--- src/rtl/mopshub_init_pkg.sv ---
// Shared types and sizing helpers for the MOPSHUB bus power-up / trim sequencer.
package mopshub_init_pkg;

  // Width of every bus index in the sequencer (covers up to 32 buses).
  localparam int BUS_IDX_W = 5;

  typedef enum logic [2:0] {
    IDLE,
    POWER_ON,
    SETTLE,
    TRIM_REQ,
    TRIM_WAIT,
    NEXT,
    DONE
  } init_state_t;

  // Counter width able to hold (cycles-1); never narrower than one bit.
  function automatic int cnt_width(input int cycles);
    return (cycles > 1) ? $clog2(cycles) : 1;
  endfunction

endpackage

--- src/rtl/mopshub_down_counter.sv ---
// Loadable down counter that stops at zero; used for settle and trim timeouts.
module mopshub_down_counter #(
  parameter int WIDTH = 8
) (
  input  logic             clk,
  input  logic             rst,
  input  logic             load,
  input  logic             en,
  input  logic [WIDTH-1:0] load_val,
  output logic             zero
);

  logic [WIDTH-1:0] count;

  // Load has priority; otherwise count down and hold at zero.
  always_ff @(posedge clk or negedge rst) begin
    // NOTE: registers are written with <= so every flop samples pre-edge values.
    if (!rst) begin
      count <= '0;
    end else if (load) begin
      count <= load_val;
    end else if (en && (count != '0)) begin
      count <= count - 1'b1;
    end
  end

  assign zero = (count == '0);

endmodule

--- src/rtl/mopshub_bus_init_seq.sv ---
// Walks every CAN bus: power enable, settle, optional oscillator trim, then sign-on.
module mopshub_bus_init_seq
  import mopshub_init_pkg::*;
#(
  parameter int SETTLE_CYCLES = 1000,
  parameter int TRIM_TIMEOUT  = 65535,
  parameter int NBUS_MAX      = 16
) (
  input  logic                 clk,
  input  logic                 rst,
  input  logic                 start_init,
  input  logic [BUS_IDX_W-1:0] n_buses,
  input  logic                 osc_auto_trim,
  input  logic                 end_trim_bus,
  output logic                 set_power_init,
  output logic [BUS_IDX_W-1:0] power_bus_cnt,
  output logic                 start_trim,
  output logic                 end_power_init,
  output logic                 sign_on_sig,
  output logic                 busy,
  output logic [NBUS_MAX-1:0]  timeout_flags
);

  localparam int SETTLE_W = cnt_width(SETTLE_CYCLES);
  localparam int TO_W     = cnt_width(TRIM_TIMEOUT);
  localparam logic [SETTLE_W-1:0]  SETTLE_LOAD = SETTLE_W'(SETTLE_CYCLES - 1);
  localparam logic [TO_W-1:0]      TO_LOAD     = TO_W'(TRIM_TIMEOUT - 1);
  localparam logic [BUS_IDX_W-1:0] LAST_MAX    = BUS_IDX_W'(NBUS_MAX - 1);

  init_state_t          state, next_state;
  logic [BUS_IDX_W-1:0] last_bus;
  logic                 trim_en;
  logic                 settle_zero;
  logic                 to_zero;
  logic                 start_accept;
  logic                 trim_expired;

  assign start_accept = (state == IDLE) && start_init;
  // An ack in the final timeout cycle wins over the expiry.
  assign trim_expired = (state == TRIM_WAIT) && to_zero && !end_trim_bus;

  mopshub_down_counter #(.WIDTH(SETTLE_W)) u_settle_cnt (
    .clk      (clk),
    .rst      (rst),
    .load     (state == POWER_ON),
    .en       (state == SETTLE),
    .load_val (SETTLE_LOAD),
    .zero     (settle_zero)
  );

  mopshub_down_counter #(.WIDTH(TO_W)) u_timeout_cnt (
    .clk      (clk),
    .rst      (rst),
    .load     (state == TRIM_REQ),
    .en       (state == TRIM_WAIT),
    .load_val (TO_LOAD),
    .zero     (to_zero)
  );

  // State register.
  always_ff @(posedge clk or negedge rst) begin
    if (!rst) state <= IDLE;
    else      state <= next_state;
  end

  // Next-state logic for the per-bus walk.
  always_comb begin
    // NOTE: default first so no path through the case leaves next_state unassigned (no latch).
    next_state = state;
    case (state)
      IDLE:      if (start_init) next_state = POWER_ON;
      POWER_ON:  next_state = SETTLE;
      SETTLE:    if (settle_zero) next_state = trim_en ? TRIM_REQ : NEXT;
      TRIM_REQ:  next_state = TRIM_WAIT;
      TRIM_WAIT: if (end_trim_bus || to_zero) next_state = NEXT;
      NEXT:      next_state = (power_bus_cnt == last_bus) ? DONE : POWER_ON;
      DONE:      next_state = IDLE;
      default:   next_state = IDLE;
    endcase
  end

  // Registered outputs, run configuration and per-bus bookkeeping.
  always_ff @(posedge clk or negedge rst) begin
    if (!rst) begin
      set_power_init <= 1'b0;
      start_trim     <= 1'b0;
      end_power_init <= 1'b0;
      sign_on_sig    <= 1'b0;
      busy           <= 1'b0;
      power_bus_cnt  <= '0;
      timeout_flags  <= '0;
      last_bus       <= '0;
      trim_en        <= 1'b0;
    end else begin
      set_power_init <= (next_state == POWER_ON);
      start_trim     <= (next_state == TRIM_REQ);
      end_power_init <= (next_state == DONE);
      sign_on_sig    <= (state == DONE);
      busy           <= (next_state != IDLE);

      if (start_accept) begin
        last_bus      <= (n_buses > LAST_MAX) ? LAST_MAX : n_buses;
        trim_en       <= osc_auto_trim;
        power_bus_cnt <= '0;
        timeout_flags <= '0;
      end

      // Compare before incrementing so the index never wraps past last_bus.
      if ((state == NEXT) && (power_bus_cnt != last_bus)) begin
        power_bus_cnt <= power_bus_cnt + 1'b1;
      end

      if (trim_expired) begin
        for (int i = 0; i < NBUS_MAX; i++) begin
          if (power_bus_cnt == BUS_IDX_W'(i)) timeout_flags[i] <= 1'b1;
        end
      end
    end
  end

endmodule

--- config.mk ---
export PLATFORM = sky130hd
export DESIGN_NAME = mopshub_bus_init_seq
export DESIGN_NICKNAME = d
export VERILOG_FILES = /design/src/rtl/mopshub_init_pkg.sv /design/src/rtl/mopshub_down_counter.sv /design/src/rtl/mopshub_bus_init_seq.sv
export SDC_FILE = /design/constraint.sdc
export NUM_CORES = 1
export LEC_CHECK = 0
export CAP_MARGIN = 40
export CORE_UTILIZATION = 45
export CTS_BUF_LIST = sky130_fd_sc_hd__clkbuf_2
export CTS_CLUSTER_DIAMETER = 100
export DETAILED_ROUTE_END_ITERATION = 8
export PLACE_DENSITY_LB_ADDON = 0.1
export SLEW_MARGIN = 20
export SYNTH_ARGS = -nofsm -noshare
export SYNTH_HDL_FRONTEND = slang
export SYNTH_SLANG_ARGS = --single-unit
--- constraint.sdc ---
create_clock -name clk -period 2.1 [get_ports clk]
set_input_delay 0.315 -clock clk [delete_from_list [all_inputs] [get_ports clk]]
set_output_delay 0.315 -clock clk [all_outputs]
set_load 0.05 [all_outputs]
Word-level counts from Yosys, hierarchy flattened
Index checks and enable logic that the tools add are counted.
Word-level totals
  logic and storage cells: 91
  register bits: 61
Operators by class
  $add $sub $neg: 3
  $lt $le $gt $ge: 1
  reductions and logical operators: 18
  equality and inequality tests: 26
  multiplexer cells: 31
Operators with widths (count)
  $mux 16: 4
  $eq 5x4->1 const B: 8
  $eq 5x3->1 const B: 4
  $mux 10: 2
  $pmux 3 s6: 1
  $logic_not 16->1: 1
  $mux 1: 16
  $reduce_bool 16->1: 1
  $sub 16x1->16 const B: 1
  $mux 3: 5
  $mux 5: 3
  $eq 3x3->1 const B: 4
  $eq 5x2->1 const B: 2
  $logic_not 10->1: 1
  $reduce_bool 10->1: 1
  $sub 10x1->10 const B: 1
  $eq 3x2->1 const B: 3
  $eq 3x1->1 const B: 2
  $logic_and 1x1->1: 6
  $reduce_bool 2->1: 3
  $add 5x1->5 const B: 1
  $eq 5x1->1 const B: 1
  $eq 5x5->1: 1
  $gt 5x4->1 const B: 1
  6 further kinds: 6

Depth between registers and ports, before layout
  depth after elaboration: 5
  depth in mapped cells: 8
  mapped depth without buffers: 6

By module
Synthesis repeated with hierarchy kept, for this count alone.
Unflattened totals
  cells, all modules: 340
  area total of the unflattened synthesis: 3385.7 µm²
By module, submodules not included
  mopshub_bus_init_seq: times used 1, cells an instance 149, area an instance 1700.4 µm²
  mopshub_down_counter at u_timeout_cnt: times used 1, cells an instance 124, area an instance 1063.5 µm²
  mopshub_down_counter at u_settle_cnt: times used 1, cells an instance 67, area an instance 621.8 µm²

Worst setup path before layout
Ideal clock, no wire load.
  kind: register to register
  start: register u_timeout_cnt.count[0]
  end: register u_timeout_cnt.count[9]
  setup slack: -0.061 ns
  required time: 1.968 ns
  period minus slack after synthesis: 2.161 ns
  data arrival time: 2.029 ns
  cell stages (with the launch flop): 7
  library setup time: 0.132 ns
  cell sequence: dfrtp_1 inv_1 ha_1 or4b_2 nor4_4 nor3_1 or3b_1
Between the ends
  longest elaborated chain between the ends: 3
  elaborated cells on any way between the ends: 6
RTL lines
  from (decl): line mopshub_down_counter.sv:13  | logic [WIDTH-1:0] count;
  from (signal assigned): line mopshub_down_counter.sv:21  | count <= load_val;
  from (signal assigned): line mopshub_down_counter.sv:23  | count <= count - 1'b1;
  $sub 16x1->16 or $reduce_bool 16->1 (tied branches): line mopshub_down_counter.sv:23, mopshub_down_counter.sv:22
  $mux 16 or $logic_and 1x1->1 (tied branches): line mopshub_down_counter.sv:22  | end else if (en && (count != '0)) begin
  $mux 16 or $reduce_bool 2->1 (tied branches)
Several ways; a longest one is shown, not always the timed one. The select of a mux whose other input is x is not followed.
A chain may end at the register's enable or synchronous reset.

Worst setup path after layout
  start: register u_timeout_cnt.count[1]
  end: register u_timeout_cnt.count[9]
Same word-level chain as after synthesis.

==> results.sh <==
export IMPL_status="finished clean"
export IMPL_cp_start_kind="flip-flop"
export IMPL_crit_chain="inv_2 > ha_4 > or4b_4 > nor4_4 > nor3_1 > or3b_1"
export IMPL_drt_pass1_iter_count=5
export IMPL_synth_top_cell_area_share_pct=47.6
export IMPL_antenna_found_initial=0
export IMPL_yosysWarnings=0
export IMPL_yosysTopAreaCell="dfrtp_1"
export IMPL_endpoint_kind="flip-flop"
export IMPL_synth_simple_area_share_pct=28.0
export IMPL_min_period_ps=2040
export IMPL_grt_overflow_total=0
export IMPL_crit_fanout=4
export IMPL_crit_required_ps=2480
export IMPL_slew_headroom_pct=63.2
export IMPL_syn_area_per_cell_um2=9.55
export IMPL_hold_class="primary input to asynchronous set/reset pin"
export IMPL_h_tree_depth=3
export IMPL_synth_edf_count=0
export IMPL_place_hpwl_um=4840
export IMPL_cts_sinks=61
export IMPL_syn_area_mm2=0.00321
export IMPL_dieWidth_um=86.5
export IMPL_avgViaCountPerCell=5.33
export IMPL_fmax_ghz=0.490
export IMPL_synth_top_family_by_area="simple AND/OR/NAND/NOR gates"
export IMPL_hold_viol=0
export IMPL_leakagePower_uw=0.00185
export IMPL_cpPeakStageDelay_ps=470
export IMPL_grt_busiest_layer="met2"
export IMPL_clock_latency_ps=510
export IMPL_clk_path_buf_depth=2
export IMPL_ir_drop_v=0.000477
export IMPL_syn_nets=354
export IMPL_die_h_um=86.5
export IMPL_ys_top_cells_by_area="dfrtp_1 48%, nand2_1 4.0%, mux2i_1 3.7%, nor2_1 3.3%, o21ai_0 3.3%"
export IMPL_cp_slowest_cell="or4b_4"
export IMPL_synth_compound_area_share_pct=11.9
export IMPL_gr_usage_met1_pct=27.6
export IMPL_ys_ff_latch=61
export IMPL_diodes=0
export IMPL_r2r_setup_slack_ps=60
export IMPL_drv_slew=0
export IMPL_cpLargestDelayFamily="simple AND/OR/NAND/NOR gates"
export IMPL_tightest_slew_ps=551
export IMPL_tns_ps=0
export IMPL_drt_iter0_drc=128
export IMPL_first_global_vias=2576
export IMPL_yosys_most_used_dff="dfrtp_1"
export IMPL_grt_start_max_net_pins=62
export IMPL_io_buffers=35
export IMPL_wire_per_inst_um=14.3
export IMPL_ys_seq_area_share_pct=47.6
export IMPL_critical_path_class="flip-flop to flip-flop"
export IMPL_ioPinCount=36
export IMPL_syn2layout_area_growth_pct=24.6
export IMPL_post_place_cells=474
export IMPL_vias=2632
export IMPL_rows=30
export IMPL_cts_tree="built"
export IMPL_rsz0062_at_grt="yes"
export IMPL_clockRootBuffer="clkbuf_2"
export IMPL_critPathArrivalTime_ps=2420
export IMPL_die_area_mm2=0.00747
export IMPL_crit_buf_inv=1
export IMPL_cts_buffers=9
export IMPL_instances_no_fill=494
export IMPL_final_nets=411
export IMPL_met2_usage_pct=34.0
export IMPL_final_core_util_pct=58.5
export IMPL_skew_ps=39.8
export IMPL_p_per_area_mw_per_mm2=554
export IMPL_start_util_pct=47.0
export IMPL_fin_crit_sh_pct=97.2
export IMPL_drive_gt1_share_pct=14.3
export IMPL_fp_coreArea_mm2=0.00683
export IMPL_place_gp_congestion=0.765
export IMPL_synth_fa_ha_area_share_pct=3.12
export IMPL_synth_xor_area_share_pct=1.64
export IMPL_async_flop_share_pct=100
export IMPL_grt_pass1_wl_um=12200
export IMPL_drv_cap=0
export IMPL_yosysUniqueCellTypes=50
export IMPL_synthCells=336
export IMPL_clk_pin_slew_ps=200
export IMPL_ant_nets=0
export IMPL_grtUsageMet3_pct=6.57
export IMPL_drc=0
export IMPL_wl_um=7060
export IMPL_setup_violations=0
export IMPL_grtUsageTotal_pct=21.0
export IMPL_synthMuxAreaShare_pct=4.09
kinds of logic (layout without fill, tap and decap cells):
logic type               count (synthesis)  in the layout
AO/OA/AOI/OAI                           65             65
adder cells (fa/ha/maj)                  8              8
buffers and inverters                   27             89
flip-flops                              61             61
AND/OR/NAND/NOR                        156            156
multiplexers                            13             13
XOR/XNOR                                 6              6
cells in the final DEF (no fill, tap or decap), types with 3 or more instances in the layout:
| master | synthesis | layout |
|---|---|---|
| nor4_1 | 6 | 6 |
| or4_1 | 3 | 3 |
| bufinv_16 | 0 | 3 |
| nor3_1 | 9 | 9 |
| o21ai_1 | 13 | 11 |
| o311ai_0 | 3 | 3 |
| nand3_1 | 11 | 11 |
| clkdlybuf4s50_1 | 0 | 29 |
| dlygate4sd2_1 | 0 | 4 |
| or3_1 | 9 | 9 |
| nor3b_1 | 4 | 4 |
| nor2b_1 | 4 | 4 |
| mux2i_1 | 12 | 12 |
| nand4_1 | 6 | 6 |
| dfrtp_1 | 61 | 61 |
| nand3_4 | 3 | 3 |
| xor2_1 | 5 | 5 |
| a21oi_1 | 13 | 13 |
| and2_1 | 10 | 10 |
| buf_4 | 0 | 23 |
| nor2_1 | 28 | 28 |
| and3_1 | 7 | 7 |
| o21ai_0 | 21 | 21 |
| ha_1 | 8 | 7 |
| nand2_1 | 34 | 34 |
| inv_1 | 12 | 10 |
| nand2b_1 | 8 | 8 |
| clkbuf_2 | 0 | 9 |
stage by stage:
stage	hold slack (ps)	instance area (um^2)	power, uW	setup WS [ps]
after floorplan	19.4	3210	1220	35.9
after global placement	352	3780	1270	3.04
after detailed placement	355	3780	1270	-38.2
after CTS	309	3950	2240	48.9
after global routing	335	4000	2290	-38.5
final	335	4000	2210	58.2
cells in the mapped netlist (3+ instances only):
cell and count:
nand2_1 34, dfrtp_1 61, o311ai_0 3, nand3_1 11
nand4_1 6, xor2_1 5, nor4_1 6, and2_1 10
a21oi_1 13, o21ai_0 21, clkbuf_1 13, mux2i_1 12
and3_1 7, ha_1 8, inv_1 12, nor3b_1 4
nor2b_1 4, nor3_1 9, nor2_1 28, nand2b_1 8
or3_1 9, o21ai_1 13, nand3_4 3, or4_1 3
worst reg2reg max path, cell delays in order (launching register included):
cell	delay, ps
dfrtp_1	440
inv_2	90
ha_4	140
or4b_4	470
nor4_4	350
nor3_1	90
or3b_1	350
power breakdown:
group,switching [uW],internal [uW],total (uW)
Clock,462,507,969
Combinational,35.0,25.2,60.2
Sequential,4.26,1180,1190
sequential cells by signal, summed over array words and instances, names as in the netlist, 3 cells and up:
| name | flops |
|---|---|
| last_bus | 5 |
| u_timeout_cnt.count | 16 |
| state | 3 |
| timeout_flags | 16 |
| u_settle_cnt.count | 10 |
| power_bus_cnt | 5 |
timing repair:
| item | in CTS | in global routing |
|---|---|---|
| hold buffers | 1 | 0 |
| pin swaps | 1 | 1 |
| hold endpoints to repair | 61 | 0 |
| resized for setup | 5 | 7 |
| endpoints found under the setup margin | 18 | 13 |
| buffers inserted | 0 | 3 |
metal layers:
| metal | vias up | wire length (um) |
|---|---|---|
| li1 | 1304 | - |
| met1 | 1261 | 3310 |
| met2 | 56 | 3400 |
| met3 | 11 | 279 |
| met4 | 0 | 73 |
| met5 | - | 0 |
final timing paths:
check | from | endpoint | cells past startpoint
max in group asynchronous | rst | set_power_init | 3
setup reg to reg | u_timeout_cnt.count[1] | u_timeout_cnt.count[9] | 6
min in group clk | n_buses[3] | last_bus[3] | 3
hold / removal | rst | timeout_flags[4] | 3
hold reg to reg | timeout_flags[7] | timeout_flags[7] | 2
setup / recovery | u_timeout_cnt.count[1] | u_timeout_cnt.count[9] | 6
layout make-up:
| type | count | area [um^2] |
|---|---|---|
| clock inverters | 7 | 114 |
| repair buffers | 61 | 557 |
| fillers | 641 | 2830 |
| well taps | 96 | 120 |
| clock buffers | 9 | 45.0 |
| inverters | 12 | 45.0 |
| flip-flops and latches | 61 | 1530 |
| multi-input cells | 248 | 1590 |
No activity file was read; power rests on OpenSTA's default activity.
